### config.mk
export PLATFORM = sky130hd
export DESIGN_NAME = grid_reader
export DESIGN_NICKNAME = d
export VERILOG_FILES = /design/src/rtl/conway_pkg.sv /design/src/rtl/dff.sv /design/src/rtl/grid_reader.sv
export SDC_FILE = /design/constraint.sdc
export NUM_CORES = 1
export LEC_CHECK = 0
export BUFFER_PORTS_ARGS = -buffer_cell sky130_fd_sc_hd__buf_2
export CAP_MARGIN = 10
export CORE_MARGIN = 2
export CORE_UTILIZATION = 48
export DETAILED_ROUTE_END_ITERATION = 10
export PLACE_DENSITY = 0.88
export SYNTH_ARGS = -nofsm -noshare
export SYNTH_HDL_FRONTEND = slang
export SYNTH_SLANG_ARGS = --single-unit
### constraint.sdc
create_clock -name clk -period 1.7 [get_ports clk]
set_input_delay 0.34 -clock clk [delete_from_list [all_inputs] [get_ports clk]]
set_output_delay 0.34 -clock clk [all_outputs]
set_load 0.005 [all_outputs]
### src/rtl/conway_pkg.sv
// Types shared by the grid sequencers.
package conway_pkg;

  typedef enum logic [1:0] {
    IDLE = 2'd0,
    SEND = 2'd1,
    DONE = 2'd2
  } reader_state_t;

endpackage

### src/rtl/dff.sv
// Generic register with write enable and asynchronous active-low clear.
module dff #(
  parameter int WIDTH = 1
) (
  input  logic             clk,
  input  logic             rst_n,
  input  logic             we,
  input  logic [WIDTH-1:0] d,
  output logic [WIDTH-1:0] q
);

  logic [WIDTH-1:0] q_q;

  always_ff @(posedge clk or negedge rst_n) begin
    if (!rst_n) begin
      q_q <= '0;
    end else if (we) begin
      q_q <= d;
    end
  end

  assign q = q_q;

endmodule

### src/rtl/grid_reader.sv
// Captures a snapshot of the grid on request and streams it out one row per
// valid/ready transfer, row 0 taken from the snapshot LSBs.
module grid_reader
  import conway_pkg::*;
#(
  parameter int GRID_WIDTH  = 8,
  parameter int GRID_HEIGHT = 8,
  localparam int DATA_SIZE  = GRID_WIDTH * GRID_HEIGHT,
  localparam int ROW_IDX_W  = $clog2(GRID_HEIGHT)
) (
  input  logic                  clk,
  input  logic                  reset,
  input  logic [DATA_SIZE-1:0]  grid_state,
  input  logic                  start,
  output logic [GRID_WIDTH-1:0] row_data,
  output logic [ROW_IDX_W-1:0]  row_index,
  output logic                  row_valid,
  input  logic                  row_ready,
  output logic                  busy,
  output logic                  frame_done,
  output logic                  overrun
);

  localparam logic [ROW_IDX_W-1:0] LAST_ROW = ROW_IDX_W'(GRID_HEIGHT - 1);

  reader_state_t          state_q, state_d;
  logic [ROW_IDX_W-1:0]   row_idx_q, row_idx_d;
  logic [DATA_SIZE-1:0]   snapshot;
  logic                   capture;

  // Only an accepted start loads the snapshot; starts during a frame never re-capture.
  assign capture = (state_q == IDLE) && start;

  dff #(
    .WIDTH(DATA_SIZE)
  ) u_snapshot (
    .clk   (clk),
    .rst_n (reset),
    .we    (capture),
    .d     (grid_state),
    .q     (snapshot)
  );

  always_ff @(posedge clk or negedge reset) begin
    if (!reset) begin
      state_q   <= IDLE;
      row_idx_q <= '0;
    end else begin
      state_q   <= state_d;
      row_idx_q <= row_idx_d;
    end
  end

  always_comb begin
    state_d    = state_q;
    row_idx_d  = row_idx_q;
    row_valid  = 1'b0;
    frame_done = 1'b0;
    overrun    = 1'b0;
    unique case (state_q)
      IDLE: begin
        if (start) begin
          state_d   = SEND;
          row_idx_d = '0;
        end
      end
      SEND: begin
        row_valid = 1'b1;
        overrun   = start;
        if (row_ready) begin
          if (row_idx_q == LAST_ROW) begin
            state_d = DONE;
          end else begin
            row_idx_d = row_idx_q + ROW_IDX_W'(1);
          end
        end
      end
      DONE: begin
        frame_done = 1'b1;
        overrun    = start;
        row_idx_d  = '0;
        state_d    = IDLE;
      end
      default: begin
        state_d   = IDLE;
        row_idx_d = '0;
      end
    endcase
  end

  assign busy      = (state_q != IDLE);
  assign row_index = row_idx_q;
  assign row_data  = snapshot[int'(row_idx_q) * GRID_WIDTH +: GRID_WIDTH];

endmodule

==> results of run 1 <==
-- metal layers --
metal  global-route usage [%]  routed length [um]  share of wire (%)  vias to the layer above
met2                     32.1                3370                 49                       54
met4                     7.79                 101                1.5                        0
met5                        0                   0                  0                        -
met1                     27.5                3070                 45                     1011
li1                         -                   -                  -                      897
met3                     5.49                 331                4.8                       12
-- where the power goes --
group | internal, mW | total, mW | switching, mW
Combinational | 2.36 | 3.55 | 1.19
Clock | 0.783 | 1.36 | 0.574
Sequential | 2.47 | 2.95 | 0.483
Total | 5.61 | 7.86 | 2.25
-- cells in the final DEF, fill, tap and decap left out, types with 2 or more instances in the layout --
cell type and instances:
clkbuf_8 12, buf_6 9, ha_1 4, mux4_2 16, buf_4 6, a22o_1 2
mux2_4 8, inv_2 2, mux2_2 66, dfrtp_1 68, buf_2 74, buf_12 6
inv_1 2, nand2b_1 2
-- how the worst max path moves through the flow --
| stage | slack [ps] | start | to |
|---|---|---|---|
| 2_1_floorplan | -70 | row_index[0] | row_data[7] |
| 3_3_place_gp | -160 | row_index[0] | row_data[6] |
| 3_5_place_dp | -200 | row_index[0] | row_data[5] |
| 4_1_cts | -570 | row_index[0] | row_data[4] |
| 5_1_grt | -550 | row_index[0] | row_data[6] |
| 6_report | -490 | row_index[0] | row_data[6] |
-- sequential cells by signal, summed over array words and instances (netlist names) --
register	cells
row_index	3
state_q	2
u_snapshot.q	64
-- worst reg2reg max path, stage by stage, from the launching register on --
cell      delay, ps
dfrtp_2         460
buf_4           170
ha_1            190
ha_2            190
nand2b_4        150
nand3_2          70
mux2_2          330
-- cells by family (layout without fill, tap and decap cells) --
kind of cell	after synthesis	after routing
DFF	69	69
muxes	90	90
and+or+nand+nor	9	9
buffers and inverters	15	113
AOI/OAI and AO/OA	4	4
adders and majority gates	6	6
-- metrics by stage --
stage	TNS [ps]	utilization [%]	area, um^2	total power, mW	setup slack (ps)
3_5_place_dp	-1400	59.0	3790	6.02	-199
6_report	-3750	63.6	4080	7.86	-494
3_3_place_gp	-1100	59.0	3790	5.88	-158
2_1_floorplan	-464	-	3220	5.07	-66.9
5_1_grt	-4420	63.6	4080	8.32	-553
4_1_cts	-4320	63.7	4090	7.81	-571
-- layout make-up --
| class | count | area [um^2] |
|---|---|---|
| inverters | 4 | 15.0 |
| clock inverters | 1 | 30.0 |
| well taps | 77 | 96.3 |
| repair buffers | 95 | 637 |
| flip-flops and latches | 69 | 1730 |
| clock buffers | 13 | 169 |
| multi-input cells | 109 | 1410 |
| fillers | 467 | 2340 |
-- repair_timing --
item,in CTS,in global routing
gates resized for setup,14,10
cloned,1,0
setup endpoints to repair,10,13
setup buffers,3,1
==> results.md, run 1 <==
* Status: finished with violations
* Failing checks: hold timing, setup timing
* Count leader, synth: mux2_2
* Residual DRC at 0
* Synth Area in Compound Gates at less than 1%
* Leading area contributor after synthesis: dfrtp_1
* Number of I/O pins at between 80 and 90
* Final setup vio count at 8
* R2r startpoint: row_index[0]
* RSZ-0062 raised after global routing: yes
* Max incr delay on CP at just over 500 ps
* Post-synthesis mux area share at between 30% and 40%
* Min Clock Period, post-route at roughly 2200 ps
* Ys async rst share at 100%
* Mean post-synth cell area at around 17 um^2
* CP Buf/Inv Count at 2
* Worst r2r dst: state_q[0]
* Layout cells sized above 1 at 70.8%
* Sink Count at 69
* CTS tree: built
* Clock root cell: clkbuf_8
* F_max at approximately 460 MHz
* Cells after synthesis at 193
* Critical Path Source Type: flop
* Largest net degree at the start of global routing at 70
* Final hold slack at -9.26 ps
* Netlist cell types at 18
* DRT iter0 DRCs at 85
* VDD IR max at 708 uV
* Initial Util at roughly half
* Largest family of logic cells by synthesized area: multiplexers
* Layout Cells excl Fill at between 300 and 400
* Critical Path RT at ~1400 ps
* Critical Path AT at 1850 ps
* Vias per cell at approximately 5.4
* Worst-skew pair later-pin latency at roughly 340 ps
* GRT overflow at 0
* Largest cells by area after synthesis: dfrtp_1 (54%), mux2_2 (26%), mux4_1 (13%), ha_1 (2.3%), buf_2 (1.1%)
* Worst setup margin at -494 ps
* GRT Total Usage at between 20% and 30%
* Clock buffer depth at 2
* Adder-Cell Fraction of Synth Area at 2.33%
* Hold buffers post-CTS at 0
* Number of flops mapped to enable cells by yosys at 0
* First-pass GRT wire length at about 11000 um
* R2R Setup Slk at ~20 ps
* CP endpoint kind: primary output
* Max-slew violations at 0
* Initial antenna violation count at 0
* DP HPWL at 4670 um
* Number of global-route vias before repair at 2190
* Synth Flop Type: dfrtp_1
* Crit-path leading delay family: multiplexers
* Drt pass-1 iters at 4
* CTS buffer count at 9
* Worst r2r path cells at 6
* Final hold violations at 3
* WL per Instance at between 15 and 20 um
* Synth top area share at around 54%
* PD cells at 1920 nW/um^2
* Ant diodes at 0
* Cell count along the critical path at 4
* Synth warn at 0
* Commonest cells in the netlist: mux2_2 (74), dfrtp_1 (69), mux4_1 (16), buf_2 (7), ha_1 (6)
* HP Class: in -> async
* Final wirelength at between 6000 and 7000 um
* H-Tree Depth at 3
* Clk_skew at about 9 ps
* XOR/XNOR share of the synthesized area at 0%
* Critical path class: reg -> out
* Maximum fanout along the worst path at 4
* Number of max-cap violations at 0
* Sequential area share after synthesis at 53.6%
* Placed cell count at 350
* Antenna Nets Post-Route at 0
* Netlist Area Pre-Place at roughly 3200 um^2
* P&R area growth vs syn at 26.7%
* Layout Nets at roughly 360
* I/O Buffers at 82
* CORE AREA at about 6400 um^2
* Die width at ~86 um
* Die area at 7390 um^2
* Height of the chip at about 86 um
* Clock slew at reported path FFs at 70 ps
* Vias at 1974
* Slowest-stage cell, CP: mux4_2
* Slew of the pin with the lowest slew margin at about 360 ps
* Leak at ~1.9 nW
* Yosys reg bits at 69
* Row count at 29
* Fin crit share at 129%
* RePlAce Congestion at around 0.77
* Rel. slew slack at 75.9%
* Fraction of the mapped netlist area in simple logic gates at around 1.6%
* CP Cell Sequence: buf_4 > mux4_2 > mux2_4 > buf_6
* Syn Nets at around 270
No activity file was read; power rests on OpenSTA's default activity.
==> inputs of run 2 (changes only) <==
--- a/config.mk
+++ b/config.mk
@@ -12,4 +12,5 @@
 export DETAILED_ROUTE_END_ITERATION = 10
 export PLACE_DENSITY = 0.88
+export SKIP_CTS_REPAIR_TIMING = 1
 export SYNTH_ARGS = -nofsm -noshare
 export SYNTH_HDL_FRONTEND = slang
==> constraint.sdc (replaced) <==
create_clock -name clk -period 1.7 [get_ports clk]
set_input_delay 0.17 -clock clk [delete_from_list [all_inputs] [get_ports clk]]
set_output_delay 0.17 -clock clk [all_outputs]
set_load 0.005 [all_outputs]
==> run 2 against run 1 <==
Net effect: the run ends with DRC, setup timing left; final area is 2.1% lower; critical path depth stayed put; sequential share of layout area is 0.89 points higher; sequential power is 2% higher; power is 5.6% lower; combinational power is 9.0% lower; non-clock buffer count is 1 lower; maximum frequency is 8.1% higher; die area stayed put; worst setup slack better by 170 ps; clock skew is 2.4 ps higher; routed wire length is 3.5% lower.
==> results.md, run 2 (same netlist as run 1, synthesis figures left out) <==
* Status: finished with violations
* Failing checks: DRC, setup timing
* CORE AREA at 6420 um^2
* First-pass GRT wire length at 10200 um
* Final setup vio count at 8
* P&R area growth vs syn at 24.1%
* CP endpoint kind: primary output
* Die area at 7390 um^2
* Clock root cell: clkbuf_8
* Final core occ at between 60% and 70%
* Slew of the pin with the lowest slew margin at about 370 ps
* Number of max-cap violations at 0
* Commonest cells after routing, fill and taps aside: buf_2 (78), mux2_2 (70), dfrtp_1 (68)
* Clk_skew at around 11 ps
* DRT iter0 DRCs at slightly below 100
* Max reg flops at 64
* Worst-skew pair later-pin latency at 350 ps
* Hold EP: u_snapshot.q[53]
* Clock slew at reported path FFs at roughly 80 ps
* Layout Cells excl Fill at approximately 370
* I/O Buffers at between 80 and 90
* Maximum fanout along the worst path at 5
* VDD IR max at between 900 and 1000 uV
* Max-slew violations at 0
* Max incr delay on CP at around 490 ps
* Hold_sp: grid_state[53]
* Setup TNS at -2540 ps
* Drt pass-1 iters at 7
* Vias at about 2000
* Min Clock Period, post-route at slightly above 2000 ps
* Crit-path leading delay family: multiplexers
* R2R Setup Slk at approximately 50 ps
* CTS tree: built
* F_max at roughly 490 MHz
* Tot Pwr at 7.42 mW
* Ant diodes at 0
* PD cells at around 1900 nW/um^2
* Critical Path AT at roughly 1900 ps
* Initial Util at 50.2%
* Fin crit share at 119%
* Metal2 WL at approximately 3600 um
* Layout Nets at roughly 360
* Multi-input combinational cell area at approximately 1400 um^2
* Slowest-stage cell, CP: mux4_2
* Worst r2r dst: state_q[0]
* Rel. slew slack at 75.2%
* H-Tree Depth at 3
* Height of the chip at around 86 um
* Layout cells sized above 1 at 69.9%
* Leak at about 1.8 nW
* Vias per cell at roughly 5.4
* RSZ-0062 raised after global routing: yes
* Antenna Nets Post-Route at 0
* Die width at 86.0 um
* Met3 routed WL at between 300 and 400 um
* Sink Count at 69
* DP HPWL at 4620 um
* Most common cell after layout, fill and taps aside: buf_2
* CTS buffer count at 9
* GRT Total Usage at 18.5%
* Hold depth at 2
* Fin area at ~4000 um^2
* WL per Instance at ~18 um
* HP Class: in -> reg
* Initial antenna violation count at 0
* Final hold slack at about 50 ps
* Filler cells at 518
* Residual DRC at 1
* GRT overflow at 0
* Clock buffer depth at 2
* Dpl ws at -30.7 ps
* RePlAce Congestion at around 0.8
* CP Cell Sequence: clkbuf_16 > mux4_2 > mux2_4 > buf_6
* Final hold violations at 0
* Worst r2r path cells at 6
* R2r startpoint: row_index[0]
* Number of I/O pins at 83
* Largest net degree at the start of global routing at 70
* Row count at 29
* FF/Latch Area at between 1500 and 2000 um^2
* Top routing layer in use: met4
* Worst setup margin at -328 ps
* Critical Path Source Type: flop
* Final wirelength at 6630 um
* Placed cell count at 350
* Critical path class: reg -> out
* Met1 WL at about 2600 um
* CP Buf/Inv Count at 2
* Number of global-route vias before repair at roughly 2100
* Critical Path RT at ~1500 ps
* Placed Area at between 3000 and 4000 um^2
[run 2: cell type report]
class                      instances  area share, %
sequential                        69           43.2
multi-input combinational        109           34.6
timing repair buffer              94           15.0
clock buffer                      12           3.88
tap                               77           2.41
clock inverter                     4          0.563
inverter                           4          0.375
[run 2: how the worst max path moves through the flow]
stage,startpoint,end,depth (start not counted)
3_3_place_gp,row_index[0],row_data[3],4
5_1_grt,row_index[0],row_data[1],4
6_report,row_index[0],row_data[3],4
2_1_floorplan,row_index[0],row_data[0],4
4_1_cts,row_index[0],row_data[5],4
3_5_place_dp,row_index[0],row_data[2],4
[run 2: report_power, final]
group | leakage (nW) | internal (mW) | switching (mW)
Sequential | 0.813 | 2.47 | 0.531
Combinational | 0.931 | 2.14 | 1.09
Clock | 0.0921 | 0.602 | 0.587
[run 2: layer usage]
layer,track usage [%],up-vias
li1,-,905
met1,20.5,998
met2,33.3,72
met3,6.45,8
met4,5.92,0
met5,0,-
